[config.mk]
export PLATFORM = sky130hd
export DESIGN_NAME = hazard_unit_mc_flat
export DESIGN_NICKNAME = d
export VERILOG_FILES = /design/src/rtl/hazard_unit_mc_pkg.sv /design/src/rtl/hazard_unit_mc_if.sv /design/src/rtl/hazard_unit_mc_md_stall_ctr.sv /design/src/rtl/hazard_unit_mc.sv /design/src/flat_wrapper.sv
export SDC_FILE = /design/constraint.sdc
export NUM_CORES = 1
export LEC_CHECK = 0
export ABC_AREA = 1
export CAP_MARGIN = 20
export CORE_MARGIN = 4
export CORE_UTILIZATION = 32
export DETAILED_ROUTE_END_ITERATION = 8
export GPL_TIMING_DRIVEN = 0
export HOLD_SLACK_MARGIN = 0.03
export PLACE_DENSITY = 0.79
export REMOVE_ABC_BUFFERS = 1
export SLEW_MARGIN = 10
export SYNTH_ARGS = -nofsm -noshare
export SYNTH_HDL_FRONTEND = slang
export SYNTH_SLANG_ARGS = --single-unit
[constraint.sdc]
create_clock -name clk -period 2 [get_ports clk]
set_input_delay 0.3 -clock clk [delete_from_list [all_inputs] [get_ports clk]]
set_output_delay 0.3 -clock clk [all_outputs]
set_load 0.05 [all_outputs]
[src/rtl/hazard_unit_mc_pkg.sv]
// Shared types and constants for the multi-cycle hazard unit.
package hazard_pkg;

    typedef enum logic [1:0] {
        FWD_REG = 2'b00,
        FWD_WB  = 2'b01,
        FWD_MEM = 2'b10
    } fwd_sel_e;

    localparam logic [1:0] RESULT_LOAD = 2'b01;

    typedef enum logic {
        MD_IDLE = 1'b0,
        MD_BUSY = 1'b1
    } md_state_e;

    localparam int MD_CNT_W = 4;

endpackage

[src/rtl/hazard_unit_mc_if.sv]
// Hazard-unit bundle between the datapath (master) and the hazard unit (slave).
interface hazard_unit_mc_if #(
  parameter int REG_AW = 5
);
  logic [REG_AW-1:0] Rs1D, Rs2D, Rs1E, Rs2E, RdE, RdM, RdW;
  logic              RegWriteE, RegWriteM, RegWriteW;
  logic [1:0]        ResultSrcE;
  logic              PCSrcE, MulDivE, MemWaitM;
  logic              StallF, StallD, StallE, StallM;
  logic              FlushD, FlushE, FlushM, FlushW;
  logic [1:0]        ForwardAE, ForwardBE;
  logic              MdBusy, MdDoneE;

  modport master (
    output Rs1D, Rs2D, Rs1E, Rs2E, RdE, RdM, RdW,
    output RegWriteE, RegWriteM, RegWriteW, ResultSrcE, PCSrcE, MulDivE, MemWaitM,
    input  StallF, StallD, StallE, StallM, FlushD, FlushE, FlushM, FlushW,
    input  ForwardAE, ForwardBE, MdBusy, MdDoneE
  );

  modport slave (
    input  Rs1D, Rs2D, Rs1E, Rs2E, RdE, RdM, RdW,
    input  RegWriteE, RegWriteM, RegWriteW, ResultSrcE, PCSrcE, MulDivE, MemWaitM,
    output StallF, StallD, StallE, StallM, FlushD, FlushE, FlushM, FlushW,
    output ForwardAE, ForwardBE, MdBusy, MdDoneE
  );
endinterface

[src/rtl/hazard_unit_mc_md_stall_ctr.sv]
// MUL/DIV EX-occupancy FSM: holds the front end for MD_LAT cycles and
// stretches the final (result) cycle while data memory is waiting.
module md_stall_ctr
  import hazard_pkg::*;
#(
  parameter int MD_LAT = 4
) (
  input  logic clk,
  input  logic rst,
  input  logic MulDivE,
  input  logic MemWaitM,
  output logic mdStall,
  output logic MdBusy,
  output logic MdDoneE
);
  localparam bit MULTI = (MD_LAT >= 2);
  localparam logic [MD_CNT_W-1:0] CNT_LOAD = MULTI ? MD_CNT_W'(MD_LAT - 2) : {MD_CNT_W{1'b0}};

  md_state_e           state_r;
  logic [MD_CNT_W-1:0] cnt_r;

  // State and down-counter; the counter runs through memory waits.
  always_ff @(posedge clk) begin
    if (rst) begin
      state_r <= MD_IDLE;
      cnt_r   <= {MD_CNT_W{1'b0}};
    end else begin
      case (state_r)
        MD_IDLE: begin
          if (MulDivE && MULTI) begin
            state_r <= MD_BUSY;
            cnt_r   <= CNT_LOAD;
          end else begin
            state_r <= MD_IDLE;
            cnt_r   <= {MD_CNT_W{1'b0}};
          end
        end
        MD_BUSY: begin
          if (cnt_r != {MD_CNT_W{1'b0}}) begin
            cnt_r <= cnt_r - {{(MD_CNT_W-1){1'b0}}, 1'b1};
          end else if (!MemWaitM) begin
            state_r <= MD_IDLE;
          end else begin
            state_r <= MD_BUSY;
          end
        end
        default: begin
          state_r <= MD_IDLE;
          cnt_r   <= {MD_CNT_W{1'b0}};
        end
      endcase
    end
  end

  // Stall/done decode; the first occupancy cycle stalls straight from IDLE.
  always_comb begin
    mdStall = 1'b0;
    MdDoneE = 1'b0;
    case (state_r)
      MD_IDLE: begin
        mdStall = MulDivE & MULTI;
        MdDoneE = MulDivE & ~MULTI;
      end
      MD_BUSY: begin
        mdStall = (cnt_r != {MD_CNT_W{1'b0}});
        MdDoneE = (cnt_r == {MD_CNT_W{1'b0}});
      end
      default: begin
        mdStall = 1'b0;
        MdDoneE = 1'b0;
      end
    endcase
  end

  assign MdBusy = (state_r == MD_BUSY);
endmodule

[src/rtl/hazard_unit_mc.sv]
// Pipeline hazard unit: forwarding, load-use/RAW stalls, branch flushes,
// MUL/DIV occupancy and memory-wait freeze. HAZARD_FWD_EN enables forwarding.
module hazard_unit_mc
  import hazard_pkg::*;
#(
  parameter int REG_AW = 5,
  parameter int MD_LAT = 4
) (
  input  logic             clk,
  input  logic             rst,
  hazard_unit_mc_if.slave  hz
);
  localparam logic [REG_AW-1:0] X0 = {REG_AW{1'b0}};

  logic       mdStall_s, mdBusy_s, mdDone_s, hazStall_s;
  logic [1:0] fwdA_s, fwdB_s;

  md_stall_ctr #(.MD_LAT(MD_LAT)) uMdCtr (
    .clk      (clk),
    .rst      (rst),
    .MulDivE  (hz.MulDivE),
    .MemWaitM (hz.MemWaitM),
    .mdStall  (mdStall_s),
    .MdBusy   (mdBusy_s),
    .MdDoneE  (mdDone_s)
  );

`ifdef HAZARD_FWD_EN
  logic unusedFwd_s;
  assign unusedFwd_s = hz.RegWriteE;

  // MEM has the newer value, so it wins over WB.
  always_comb begin
    fwdA_s = FWD_REG;
    fwdB_s = FWD_REG;
    if (hz.RegWriteM && hz.RdM != X0 && hz.RdM == hz.Rs1E) begin
      fwdA_s = FWD_MEM;
    end else if (hz.RegWriteW && hz.RdW != X0 && hz.RdW == hz.Rs1E) begin
      fwdA_s = FWD_WB;
    end else begin
      fwdA_s = FWD_REG;
    end
    if (hz.RegWriteM && hz.RdM != X0 && hz.RdM == hz.Rs2E) begin
      fwdB_s = FWD_MEM;
    end else if (hz.RegWriteW && hz.RdW != X0 && hz.RdW == hz.Rs2E) begin
      fwdB_s = FWD_WB;
    end else begin
      fwdB_s = FWD_REG;
    end
    hazStall_s = (hz.ResultSrcE == RESULT_LOAD) && (hz.RdE != X0) &&
                 ((hz.RdE == hz.Rs1D) || (hz.RdE == hz.Rs2D));
  end
`else
  logic unusedFwd_s;
  assign unusedFwd_s = ^{hz.Rs1E, hz.Rs2E, hz.RdW, hz.RegWriteW, hz.ResultSrcE};

  // No bypass paths: ID waits until EX and MEM producers have retired to WB.
  always_comb begin
    fwdA_s     = FWD_REG;
    fwdB_s     = FWD_REG;
    hazStall_s = (hz.RegWriteE && hz.RdE != X0 && (hz.RdE == hz.Rs1D || hz.RdE == hz.Rs2D)) ||
                 (hz.RegWriteM && hz.RdM != X0 && (hz.RdM == hz.Rs1D || hz.RdM == hz.Rs2D));
  end
`endif

  // Output priority: reset, then memory-wait freeze, then normal hazards.
  always_comb begin
    hz.StallF    = 1'b0;
    hz.StallD    = 1'b0;
    hz.StallE    = 1'b0;
    hz.StallM    = 1'b0;
    hz.FlushD    = 1'b0;
    hz.FlushE    = 1'b0;
    hz.FlushM    = 1'b0;
    hz.FlushW    = 1'b0;
    hz.ForwardAE = FWD_REG;
    hz.ForwardBE = FWD_REG;
    hz.MdBusy    = 1'b0;
    hz.MdDoneE   = 1'b0;
    if (rst) begin
      hz.FlushD = 1'b1;
      hz.FlushE = 1'b1;
      hz.FlushM = 1'b1;
      hz.FlushW = 1'b1;
    end else begin
      hz.ForwardAE = fwdA_s;
      hz.ForwardBE = fwdB_s;
      hz.MdBusy    = mdBusy_s;
      hz.MdDoneE   = mdDone_s;
      if (hz.MemWaitM) begin
        hz.StallF = 1'b1;
        hz.StallD = 1'b1;
        hz.StallE = 1'b1;
        hz.StallM = 1'b1;
        hz.FlushW = 1'b1;
      end else begin
        hz.StallF = hazStall_s | mdStall_s;
        hz.StallD = hazStall_s | mdStall_s;
        hz.StallE = mdStall_s;
        hz.FlushD = hz.PCSrcE;
        hz.FlushE = hz.PCSrcE | hazStall_s;
        hz.FlushM = mdStall_s;
      end
    end
  end
endmodule

[src/flat_wrapper.sv]
// flat-port wrapper written by rule: the top's interface ports become plain ports
module hazard_unit_mc_flat import hazard_pkg::*;
#(
  parameter int REG_AW = 5,
  parameter int MD_LAT = 4
)
  (clk, rst, hz_Rs1D, hz_Rs2D, hz_Rs1E, hz_Rs2E, hz_RdE, hz_RdM, hz_RdW, hz_RegWriteE, hz_RegWriteM, hz_RegWriteW, hz_ResultSrcE, hz_PCSrcE, hz_MulDivE, hz_MemWaitM, hz_StallF, hz_StallD, hz_StallE, hz_StallM, hz_FlushD, hz_FlushE, hz_FlushM, hz_FlushW, hz_ForwardAE, hz_ForwardBE, hz_MdBusy, hz_MdDoneE);
  hazard_unit_mc_if #(.REG_AW(REG_AW)) hz_i ();
  input  logic clk;
  input  logic rst;
  input wire logic [$bits(hz_i.Rs1D)-1:0] hz_Rs1D;
  input wire logic [$bits(hz_i.Rs2D)-1:0] hz_Rs2D;
  input wire logic [$bits(hz_i.Rs1E)-1:0] hz_Rs1E;
  input wire logic [$bits(hz_i.Rs2E)-1:0] hz_Rs2E;
  input wire logic [$bits(hz_i.RdE)-1:0] hz_RdE;
  input wire logic [$bits(hz_i.RdM)-1:0] hz_RdM;
  input wire logic [$bits(hz_i.RdW)-1:0] hz_RdW;
  input wire logic [$bits(hz_i.RegWriteE)-1:0] hz_RegWriteE;
  input wire logic [$bits(hz_i.RegWriteM)-1:0] hz_RegWriteM;
  input wire logic [$bits(hz_i.RegWriteW)-1:0] hz_RegWriteW;
  input wire logic [$bits(hz_i.ResultSrcE)-1:0] hz_ResultSrcE;
  input wire logic [$bits(hz_i.PCSrcE)-1:0] hz_PCSrcE;
  input wire logic [$bits(hz_i.MulDivE)-1:0] hz_MulDivE;
  input wire logic [$bits(hz_i.MemWaitM)-1:0] hz_MemWaitM;
  output wire logic [$bits(hz_i.StallF)-1:0] hz_StallF;
  output wire logic [$bits(hz_i.StallD)-1:0] hz_StallD;
  output wire logic [$bits(hz_i.StallE)-1:0] hz_StallE;
  output wire logic [$bits(hz_i.StallM)-1:0] hz_StallM;
  output wire logic [$bits(hz_i.FlushD)-1:0] hz_FlushD;
  output wire logic [$bits(hz_i.FlushE)-1:0] hz_FlushE;
  output wire logic [$bits(hz_i.FlushM)-1:0] hz_FlushM;
  output wire logic [$bits(hz_i.FlushW)-1:0] hz_FlushW;
  output wire logic [$bits(hz_i.ForwardAE)-1:0] hz_ForwardAE;
  output wire logic [$bits(hz_i.ForwardBE)-1:0] hz_ForwardBE;
  output wire logic [$bits(hz_i.MdBusy)-1:0] hz_MdBusy;
  output wire logic [$bits(hz_i.MdDoneE)-1:0] hz_MdDoneE;
  assign hz_i.Rs1D = hz_Rs1D;
  assign hz_i.Rs2D = hz_Rs2D;
  assign hz_i.Rs1E = hz_Rs1E;
  assign hz_i.Rs2E = hz_Rs2E;
  assign hz_i.RdE = hz_RdE;
  assign hz_i.RdM = hz_RdM;
  assign hz_i.RdW = hz_RdW;
  assign hz_i.RegWriteE = hz_RegWriteE;
  assign hz_i.RegWriteM = hz_RegWriteM;
  assign hz_i.RegWriteW = hz_RegWriteW;
  assign hz_i.ResultSrcE = hz_ResultSrcE;
  assign hz_i.PCSrcE = hz_PCSrcE;
  assign hz_i.MulDivE = hz_MulDivE;
  assign hz_i.MemWaitM = hz_MemWaitM;
  assign hz_StallF = hz_i.StallF;
  assign hz_StallD = hz_i.StallD;
  assign hz_StallE = hz_i.StallE;
  assign hz_StallM = hz_i.StallM;
  assign hz_FlushD = hz_i.FlushD;
  assign hz_FlushE = hz_i.FlushE;
  assign hz_FlushM = hz_i.FlushM;
  assign hz_FlushW = hz_i.FlushW;
  assign hz_ForwardAE = hz_i.ForwardAE;
  assign hz_ForwardBE = hz_i.ForwardBE;
  assign hz_MdBusy = hz_i.MdBusy;
  assign hz_MdDoneE = hz_i.MdDoneE;
  hazard_unit_mc #(.REG_AW(REG_AW), .MD_LAT(MD_LAT)) u_core (.clk(clk), .rst(rst), .hz(hz_i));
endmodule
==> results of run 1 <==
[registers in the layout (all words and copies together) (netlist names)]
register,cells
u_core.uMdCtr.cnt_r,4
u_core.uMdCtr.MdBusy,1
[worst max-delay path by stage]
stage                                         from         to  slack (ns)  cells after the start
2_1_floorplan                          hz_MemWaitM  hz_StallD       -0.45                      6
3_3_place_gp                             hz_RdE[1]  hz_StallD       -0.62                     12
3_5_place_dp                             hz_RdM[3]  hz_StallF       -0.66                     12
4_1_cts                                  hz_RdE[1]  hz_StallF      -0.007                     12
5_1_grt        u_core.uMdCtr.cnt_r[0]$_SDFFE_PP0P_  hz_StallF        0.03                      9
6_report       u_core.uMdCtr.cnt_r[0]$_SDFFE_PP0P_  hz_StallE        0.13                      7
[kinds of logic after synthesis]
group | share of synthesized area
buffers and inverters | 0.221
adders and majority gates | 0.0171
DFF | 0.137
xor gates and xnor gates | 0.0720
AOI/OAI and AO/OA | 0.0806
other | 0.00514
and+or+nand+nor | 0.467
[stage by stage]
step	util	instance area [um2]	TNS [ns]
after global placement	0.501	1100	-3.11
after detailed placement	0.501	1100	-3.21
after floorplan	-	703	-1.08
final	0.547	1200	0
after CTS	0.512	1120	-0.0122
after global routing	0.547	1200	0
[layer usage]
layer,vias to the layer above,part of all wire
met3,2,0.058
met1,382,0.46
met4,0,0.0090
li1,500,-
met2,27,0.48
met5,-,0
[placed cells by master, fill, tap and decap left out, types with 5 or more instances in the layout]
cell,synthesis,routed
clkdlybuf4s50_1,0,7
dlygate4sd2_1,0,5
dlymetal6s2s_1,0,18
inv_1,28,24
inv_2,5,9
nand2_1,58,56
nor2_1,15,13
o21ai_0,5,5
xnor2_1,5,5
[layout make-up]
type | instances | area share
multi-input cells | 105 | 0.423
repair buffers | 36 | 0.334
inverters | 33 | 0.103
flip-flops and latches | 5 | 0.0878
well taps | 28 | 0.0293
clock buffers | 4 | 0.0219
[power groups by stage]
| stage | clock, mW | combinational (mW) | sequential [mW] |
|---|---|---|---|
| floorplan | 0 | 0.194 | 0.117 |
| global placement | 0 | 0.310 | 0.119 |
| detailed placement | 0 | 0.312 | 0.119 |
| CTS | 0.123 | 0.310 | 0.118 |
| global route | 0.137 | 0.354 | 0.119 |
| finish | 0.120 | 0.319 | 0.118 |
[what timing repair did]
item,4_1_cts,5_1_grt
pin swaps,1,4
endpoints found under the setup margin,10,5
endpoints found under the hold margin,0,0
gates resized for setup,41,34
==> key figures, run 1 <==
Setup path
  – Critical path's top delay family: simple AND/OR/NAND/NOR gates
  – CP Capture Type: output pin
  – Crit-path slowest cell: dfxtp_4
  – Reg2reg path depth: 8
  – CP max stage delay: 0.36 ns
  – Worst EP required: 1.70 ns
  – Crit path launch type: register
  – Buf/Inv on CP: 2
  – Worst R2R Start: u_core.uMdCtr.cnt_r[1]$_SDFFE_PP0P_
  – Worst reg2reg path endpoint: u_core.uMdCtr.cnt_r[0]$_SDFFE_PP0P_
  – Kind of critical path: reg -> out
  – CP Cell Sequence: inv_1 > ha_4 > nand3_2 > a21oi_2 > or2_1 > nand2_2 > buf_2
  – Crit-path max FO: 4
  – Critical Path AT: approximately 1.6 ns
  – Worst reg-to-reg setup slack: 0.76 ns

Finish
  – Fill cells: ~220
  – Seq. cell area: approximately 110 um2
  – Fin nets: 230
  – Antenna cells: 0
  – Fraction of layout cells with a size suffix above 1: 0.158
  – Area Overhead vs Synth: 64.2%
  – Final non-filler cell total: 211
  – Footprint of the multi-input gates: 507 um2

STA
  – Period minus WS final: 1.87 ns
  – Worst hold margin: between 0.4 and 0.5 ns
  – RSZ-0062 raised after global routing: no
  – Final period util: 0.937
  – Worst-case headroom to the max-slew limit: 0.658
  – Final Hold Fails: 0
  – Clock skew: ~0.0067 ns
  – Least-Margin Pin Slew: between 0.5 and 0.6 ns
  – Fmax: 534 MHz
  – Final setup fails: 0
  – Final setup margin: 0.126 ns
  – Final Slew Violations: 0

Global routing
  – GR Layer Usage met2: 0.221
  – Total grt overflow: 0
  – GRT Resource Usage Total: 0.129
  – GR met1 Demand/Resource: 0.153
  – Vias in the first global route: 825
  – Met3 GRT Util: 0.0278
  – Top Usage Layer GRT: met2
  – Largest net degree at the start of global routing: 8
  – First-pass GRT wire length: 3280 um
  – Initial antenna violation count: 0

Synth
  – Post-synthesis cell type count: 22
  – Seq/Total Area, Yosys: 0.137
  – Yosys reg bits: 5
  – Ys async rst share: 0
  – Top cell type's share of synthesized area: 0.298
  – Mapped Area: 729 um2
  – Yosys warnings: 0
  – Commonest cells in the netlist: nand2_1 (58), inv_1 (28), nor2_1 (15)
  – Area contributors post-synth: nand2_1 (30%), inv_1 (14%), dfxtp_1 (14%), nor2_1 (7.7%), xnor2_1 (6.0%)
  – Synth area leader: nand2_1
  – Top FF cell, synth: dfxtp_1
  – Post-synthesis average cell area: 5.03 um2
  – Synthesized netlist cell count: 145
  – Number of synthesized flops with an enable pin: 0
  – Top-count cell post-synth: nand2_1

CTS
  – CTS tree: done
  – Clock Path Buffers: 2
  – Worst skew pair latency: roughly 0.25 ns
  – CTS clk-pin slew, worst paths: 0.04 ns
  – Htree depth: 1
  – Clock sink count: 5
  – CTS hold repair buffers: 0
  – Postcts setup bufs: 0
  – CTS buffer count: 3
  – Clock root buffer: clkbuf_4

Min path
  – Hold_sp: u_core.uMdCtr.cnt_r[0]$_SDFFE_PP0P_
  – Worst min-delay path class: reg -> reg
  – Hold endpoint: u_core.uMdCtr.cnt_r[0]$_SDFFE_PP0P_
  – Hold depth: 1

Floorplanning
  – Core outline area: 2190 um2
  – Site Rows: 17
  – Ports: 59
  – Die height: about 56 um
  – Die ar.: slightly above 3000 um2
  – Initial Util: 0.333
  – Die width: 55.7 um

Placement
  – RePlAce Congestion: 0.876
  – Dpl ws: -0.659 ns
  – Post-Place Cells: 207
  – Post-DP HPWL: ~1600 um
  – Port bufs: 36

Detailed routing
  – DR WL/cell: 8.98 um
  – Vias per std cell: 4.32
  – Residual DRC: 0
  – First-iteration detailed-routing DRC count: 16
  – Total iterations of the first detailed-routing run: 4
  – Post-route ant nets: 0
  – Final wirelength: between 1500 and 2000 um
  – Vias: 911

Power
  – P_sw: 0.246 mW
  – Cell Int Power: 0.310 mW
  – Clock share of power: 0.215
  – Pleak: 0.798 nW
  – Pwr Total: around 0.56 mW
  – Worst vdd ir: 0.000198 V
  – Combinational group share of total power: 0.573
  – Reg power frac: 0.212
  – Power density over cell area: 464 nW/um2
  – Switching Fraction: 0.443

Run
  – Max Cap Viol: 0

Run status
  – Run status: finished, final reports clean
Power figures use the tool's default switching activity.
==> run 2: changes to the inputs <==
CTS_BUF_LIST = sky130_fd_sc_hd__clkbuf_16   (was unset)
==> key figures, run 2 (synthesized netlist as in run 1, its figures left out) <==
Finish
  – Most common cell after layout, fill and taps aside: nand2_1
  – Area Overhead vs Synth: 69.8%
  – Fraction of layout cells with a size suffix above 1: 0.153 (-0.00546)
  – Fill cells: 204 (-5.1%)
  – Antenna cells: 0 (unchanged)
  – Fin nets: 230 (unchanged)
  – Final core occ: 0.565 (+0.0188)
  – Reg with most FFs: u_core.uMdCtr.cnt_r
  – Max reg flops: 4 (unchanged)
  – Final non-filler cell total: 211 (unchanged)
  – Most frequent cells in the layout: nand2_1 (56), inv_1 (25), dlymetal6s2s_1 (19)

Setup path
  – Kind of critical path: reg -> out
  – Beginning of the critical path: u_core.uMdCtr.cnt_r[0]$_SDFFE_PP0P_
  – CP max stage delay: 0.35 ns (about the same)
  – Crit-path max FO: 4 (unchanged)
  – Reg2reg path depth: 8 (unchanged)
  – CP most frequent cell: nand2_2
  – CP Capture Type: output pin
  – CP Cell Sequence: inv_1 > ha_2 > nand3_2 > a21oi_2 > or2_1 > nand2_2 > inv_2 > nand2_2 > buf_8
  – Worst EP required: 1.70 ns (about the same)
  – Worst R2R Start: u_core.uMdCtr.cnt_r[0]$_SDFFE_PP0P_
  – Critical path's top delay family: simple AND/OR/NAND/NOR gates
  – Crit path launch type: register
  – Critical Path AT: 1.61 ns (+0.04 ns)
  – Buf/Inv on CP: 3 (+1)
  – Crit-path slowest cell: dfxtp_2
  – CP Depth: 9 (+2)

Min path
  – Hold depth: 1 (unchanged)
  – Hold_sp: u_core.uMdCtr.cnt_r[0]$_SDFFE_PP0P_
  – Worst min-delay path class: reg -> reg

Placement
  – Post-Place Cells: 207 (unchanged)
  – Port bufs: 36 (unchanged)
  – RePlAce Congestion: 0.876 (unchanged)
  – Post-DP HPWL: 1640 um (unchanged)

Global routing
  – First-pass GRT wire length: 3370 um (+3.0%)
  – GR Layer Usage met2: 0.230 (+0.00845)
  – GR met1 Demand/Resource: 0.152 (-0.000423)
  – Top Usage Layer GRT: met2
  – Vias in the first global route: 840 (+1.8%)
  – Total grt overflow: 0 (unchanged)
  – Met3 GRT Util: 0.0302 (+0.00232)
  – Largest net degree at the start of global routing: 8 (unchanged)
  – GRT Resource Usage Total: 0.133 (+0.00418)
  – Initial antenna violation count: 0 (unchanged)

Floorplanning
  – Core outline area: 2190 um2 (unchanged)
  – Initial Util: 0.333 (unchanged)
  – Die ar.: 3110 um2 (unchanged)
  – Die height: 55.7 um (unchanged)
  – Site Rows: 17 (unchanged)
  – Ports: 59 (unchanged)
  – Die width: 55.7 um (unchanged)

Detailed routing
  – Residual DRC: 0 (unchanged)
  – DR WL/cell: 9.43 um (+5.0%)
  – Total iterations of the first detailed-routing run: 4 (unchanged)
  – Vias: 904 (-0.77%)
  – First-iteration detailed-routing DRC count: 7 (-9)
  – Vias per std cell: 4.28 (-0.77%)
  – Final wirelength: 1990 um (+5.0%)
  – Post-route ant nets: 0 (unchanged)

STA
  – Final setup fails: 0 (unchanged)
  – Final Slew Violations: 0 (unchanged)
  – Final period util: 0.953 (+0.0158)
  – RSZ-0062 raised after global routing: no
  – Least-Margin Pin Slew: 0.514 ns (-0.000531 ns)
  – Fmax: 525 MHz (-1.7%)
  – Worst hold margin: 0.460 ns (+0.00926 ns)
  – Final Hold Fails: 0 (unchanged)
  – Worst-case headroom to the max-slew limit: 0.658 (about the same)
  – Clock skew: 0.00304 ns (-0.00363 ns)
  – Period minus WS final: 1.91 ns (+0.0317 ns)

Power
  – Worst vdd ir: 0.000391 V (+97%)
  – Pwr Total: 0.760 mW (+37%)
  – Pleak: 0.829 nW (+4.0%)
  – Power density over cell area: 614 nW/um2 (+32%)

CTS
  – Clock Path Buffers: 2 (unchanged)
  – Clock sink count: 5 (unchanged)
  – CTS buffer count: 3 (unchanged)
  – Htree depth: 1 (unchanged)
  – CTS clk-pin slew, worst paths: 0.03 ns (about the same)
  – Clock root buffer: clkbuf_16
  – CTS tree: done
  – Worst skew pair latency: 0.23 ns (-0.02 ns)

Run
  – Max Cap Viol: 0 (unchanged)

Run status
  – Run status: finished, final reports clean
==> run 2: worst register-to-register path, delay by kind of cell (launching register included) <==
| family | cells | cell delay [ns] |
|---|---|---|
| simple gates | 4 | 0.45 |
| fa+ha+maj | 1 | 0.21 |
| compound gates | 1 | 0.05 |
| buf+inv | 2 | 0.15 |
| flops | 1 | 0.33 |
==> run 2: area by class of cell <==
class                           count  area [um2]  share of cell area
Multi-Input combinational cell    105         492               0.397
Tap cell                           28        35.0              0.0283
Clock buffer                        3        75.1              0.0606
Clock inverter                      1        3.75             0.00303
Timing Repair Buffer               36         408               0.329
Sequential cell                     5         101              0.0818
Inverter                           33         124               0.100
==> run 2: metrics by stage <==
stage	TNS (ns)	worst slack [ns]	area (um2)
5_1_grt	0	0.00105	1240
2_1_floorplan	-1.08	-0.449	703
3_3_place_gp	-3.11	-0.624	1100
3_5_place_dp	-3.21	-0.659	1100
4_1_cts	-0.0189	-0.0108	1180
6_report	0	0.0939	1240
==> run 2: metal layers <==
metal,vias up,wire length [um],share of wire
li1,496,-,-
met1,373,873,0.44
met2,31,964,0.48
met3,4,116,0.058
met4,0,34,0.017
met5,-,0,0
==> run 2: timing repair <==
action	4_1_cts	5_1_grt
endpoints found under the setup margin	10	5
hold buffers	0	0
pin swaps	1	2
buffers inserted	0	0
resized for setup	40	31
hold endpoints to repair	0	0
==> run 2: worst paths after layout <==
kind                                         endpoint  slack, ns
setup reg to reg  u_core.uMdCtr.cnt_r[0]$_SDFFE_PP0P_       0.74
hold reg to reg   u_core.uMdCtr.cnt_r[0]$_SDFFE_PP0P_       0.46
setup / recovery                            hz_StallF       0.09
hold / removal    u_core.uMdCtr.cnt_r[0]$_SDFFE_PP0P_       0.46
==> run 2: report_power, final <==
group	leakage (nW)	internal (mW)	switching [mW]
Clock	0.0423	0.259	0.0674
Sequential	0.0414	0.110	0.00803
Combinational	0.746	0.122	0.193
==> run 3: changes to the inputs <==
--- a/config.mk
+++ b/config.mk
@@ -8,5 +8,4 @@
 export ABC_AREA = 1
 export CAP_MARGIN = 20
-export CORE_MARGIN = 4
 export CORE_UTILIZATION = 32
 export CTS_BUF_LIST = sky130_fd_sc_hd__clkbuf_16
==> constraint.sdc (replaced) <==
create_clock -name clk -period 2 [get_ports clk]
set_input_delay 0.4 -clock clk [delete_from_list [all_inputs] [get_ports clk]]
set_output_delay 0.4 -clock clk [all_outputs]
set_load 0.05 [all_outputs]
==> key figures, run 3 (synthesized netlist as in run 1, its figures left out) <==
Floorplanning
  – Initial Util: 0.357 (+0.0243)
  – Die height: 49.7 um (-11%)
  – Die width: 49.7 um (-11%)
  – Die ar.: 2470 um2 (-20%)
  – Ports: 59 (unchanged)
  – Site Rows: 16 (-1)
  – Core outline area: 2040 um2 (-6.8%)

Finish
  – Final core occ: 0.595 (+0.0296)
  – Final non-filler cell total: 213 (+0.95%)
  – Most common cell after layout, fill and taps aside: nand2_1
  – Fraction of layout cells with a size suffix above 1: 0.226 (+0.0728)
  – Antenna cells: 0 (unchanged)
  – Fin nets: 233 (+1.3%)
  – Reg with most FFs: u_core.uMdCtr.cnt_r
  – Max reg flops: 4 (unchanged)
  – Most frequent cells in the layout: nand2_1 (55), inv_1 (25), nor2_1 (11), dlygate4sd2_1 (11), inv_2 (9)
  – Area Overhead vs Synth: 66.6%

Placement
  – Post-DP HPWL: 1540 um (-6.1%)
  – Post-Place Cells: 206 (-0.48%)
  – Port bufs: 36 (unchanged)
  – RePlAce Congestion: 0.816 (-6.9%)

Power
  – Pleak: 0.709 nW (-14%)
  – Power density over cell area: 637 nW/um2 (+3.9%)
  – Pwr Total: 0.774 mW (+1.9%)
  – Worst vdd ir: 0.000456 V (+16%)

Min path
  – Hold endpoint: u_core.uMdCtr.cnt_r[1]$_SDFFE_PP0P_
  – Hold_sp: u_core.uMdCtr.cnt_r[1]$_SDFFE_PP0P_
  – Worst min-delay path class: reg -> reg
  – Hold depth: 2 (+1)

Detailed routing
  – Residual DRC: 0 (unchanged)
  – Final wirelength: 1950 um (-2.2%)
  – Met1 Wirelength: 872 um (-0.11%)
  – Vias per std cell: 4.41 (+2.9%)
  – Met3 routed WL: 94 um (-19%)
  – Post-route ant nets: 0 (unchanged)
  – First-iteration detailed-routing DRC count: 14 (+7)
  – Total iterations of the first detailed-routing run: 4 (unchanged)
  – DR top layer: met4
  – DR WL/cell: 9.14 um (-3.1%)
  – Vias: 939 (+3.9%)
  – Metal2 WL: 965 um (+0.10%)

CTS
  – Worst skew pair latency: 0.23 ns (about the same)
  – CTS buffer count: 3 (unchanged)
  – Clock sink count: 5 (unchanged)
  – Htree depth: 1 (unchanged)
  – Clock root buffer: clkbuf_16
  – CTS tree: done
  – Clock Path Buffers: 2 (unchanged)
  – CTS hold repair buffers: 0 (unchanged)
  – CTS clk-pin slew, worst paths: 0.04 ns (about the same)

Setup path
  – CP Capture Type: output pin
  – CP most frequent cell: inv_2
  – CP Cell Sequence: inv_2 > ha_4 > nand3_4 > a21oi_2 > or2_1 > nand2_2 > inv_2 > nand2_4 > buf_8
  – Crit-path max FO: 3 (-1)
  – Critical Path AT: 1.54 ns (-0.07 ns)
  – Kind of critical path: reg -> out
  – Worst reg-to-reg setup slack: 0.82 ns (+0.08 ns)
  – Critical path's top delay family: simple AND/OR/NAND/NOR gates
  – Crit path launch type: register
  – Buf/Inv on CP: 3 (unchanged)
  – Worst reg2reg path endpoint: u_core.uMdCtr.cnt_r[0]$_SDFFE_PP0P_
  – Worst R2R Start: u_core.uMdCtr.cnt_r[1]$_SDFFE_PP0P_
  – Worst EP required: 1.60 ns (-0.10 ns)
  – CP max stage delay: 0.34 ns (about the same)
  – Reg2reg path depth: 8 (unchanged)
  – Crit-path slowest cell: dfxtp_2

STA
  – Final Slew Violations: 0 (unchanged)
  – Clock skew: 0.00456 ns (+0.00153 ns)
  – Final Hold Fails: 0 (unchanged)
  – Fmax: 516 MHz (-1.7%)
  – Final setup fails: 0 (unchanged)
  – Setup TNS: 0 ns (unchanged)
  – Final period util: 0.970 (+0.0167)
  – Period minus WS final: 1.94 ns (+0.0333 ns)

Run status
  – Run status: finished, final reports clean

Global routing
  – First-pass GRT wire length: 3050 um (-9.6%)
  – Total grt overflow: 0 (unchanged)
  – Largest net degree at the start of global routing: 8 (unchanged)
  – GRT Resource Usage Total: 0.156 (+0.0225)
  – Initial antenna violation count: 0 (unchanged)
  – Vias in the first global route: 790 (-6.0%)

Run
  – Max Cap Viol: 0 (unchanged)
run 3: cell count changes in the layout (fill, tap and decap cells not counted), sizes merged:
cell           change
dlygate4sd2        +7
clkdlybuf4s50      -3
buf                +6
dlymetal6s2s      -17
clkdlybuf4s15      +8
clkbuf             +2
run 3: routing by layer:
metal,vias up,track usage
li1,502,-
met3,2,0.0247
met2,31,0.279
met5,-,0
met1,404,0.188
met4,0,0.0429
run 3: stage by stage:
stage / setup WS, ns / hold slack, ns / area [um2]
after detailed placement: -0.834 / 0.482 / 1100
after global placement: -0.811 / 0.474 / 1100
final: 0.0606 / 0.491 / 1210
after CTS: 0.000283 / 0.448 / 1160
after floorplan: -0.649 / 0.450 / 703
after global routing: -0.0265 / 0.519 / 1210
run 3: final cells by class:
cell class,instances,area [um2]
well taps,27,33.8
clock inverters,1,3.75
inverters,33,124
clock buffers,3,75.1
repair buffers,39,354
fillers,204,827
multi-input cells,105,522
flip-flops and latches,5,103
run 3: power breakdown:
| part | switching, mW | internal, mW | leakage [nW] |
|---|---|---|---|
| registers | 0.00860 | 0.111 | 0.0417 |
| logic | 0.202 | 0.129 | 0.625 |
| clock network | 0.0648 | 0.259 | 0.0423 |
| total | 0.275 | 0.499 | 0.709 |
run 3: how the worst max path moves through the flow:
stage,from,endpoint,slack [ns],cells past startpoint
4_1_cts,u_core.uMdCtr.cnt_r[0]$_SDFFE_PP0P_,hz_StallF,0.0003,9
3_3_place_gp,hz_RdE[1],hz_StallF,-0.81,12
3_5_place_dp,hz_RdE[1],hz_StallF,-0.83,12
2_1_floorplan,hz_MemWaitM,hz_StallD,-0.65,6
5_1_grt,hz_Rs2D[2],hz_StallD,-0.03,12
6_report,u_core.uMdCtr.cnt_r[1]$_SDFFE_PP0P_,hz_StallF,0.06,9
run 3: tightest hold or removal path, stage by stage, from the launching register on:
cell and delay [ns]:
dfxtp_2 0.33, nand2_1 0.06, a21oi_1 0.06
run 3: repair_timing:
action	in CTS	in global routing
buffers inserted	0	3
gates resized for setup	73	31
pin swaps	2	9
setup endpoints to repair	10	8
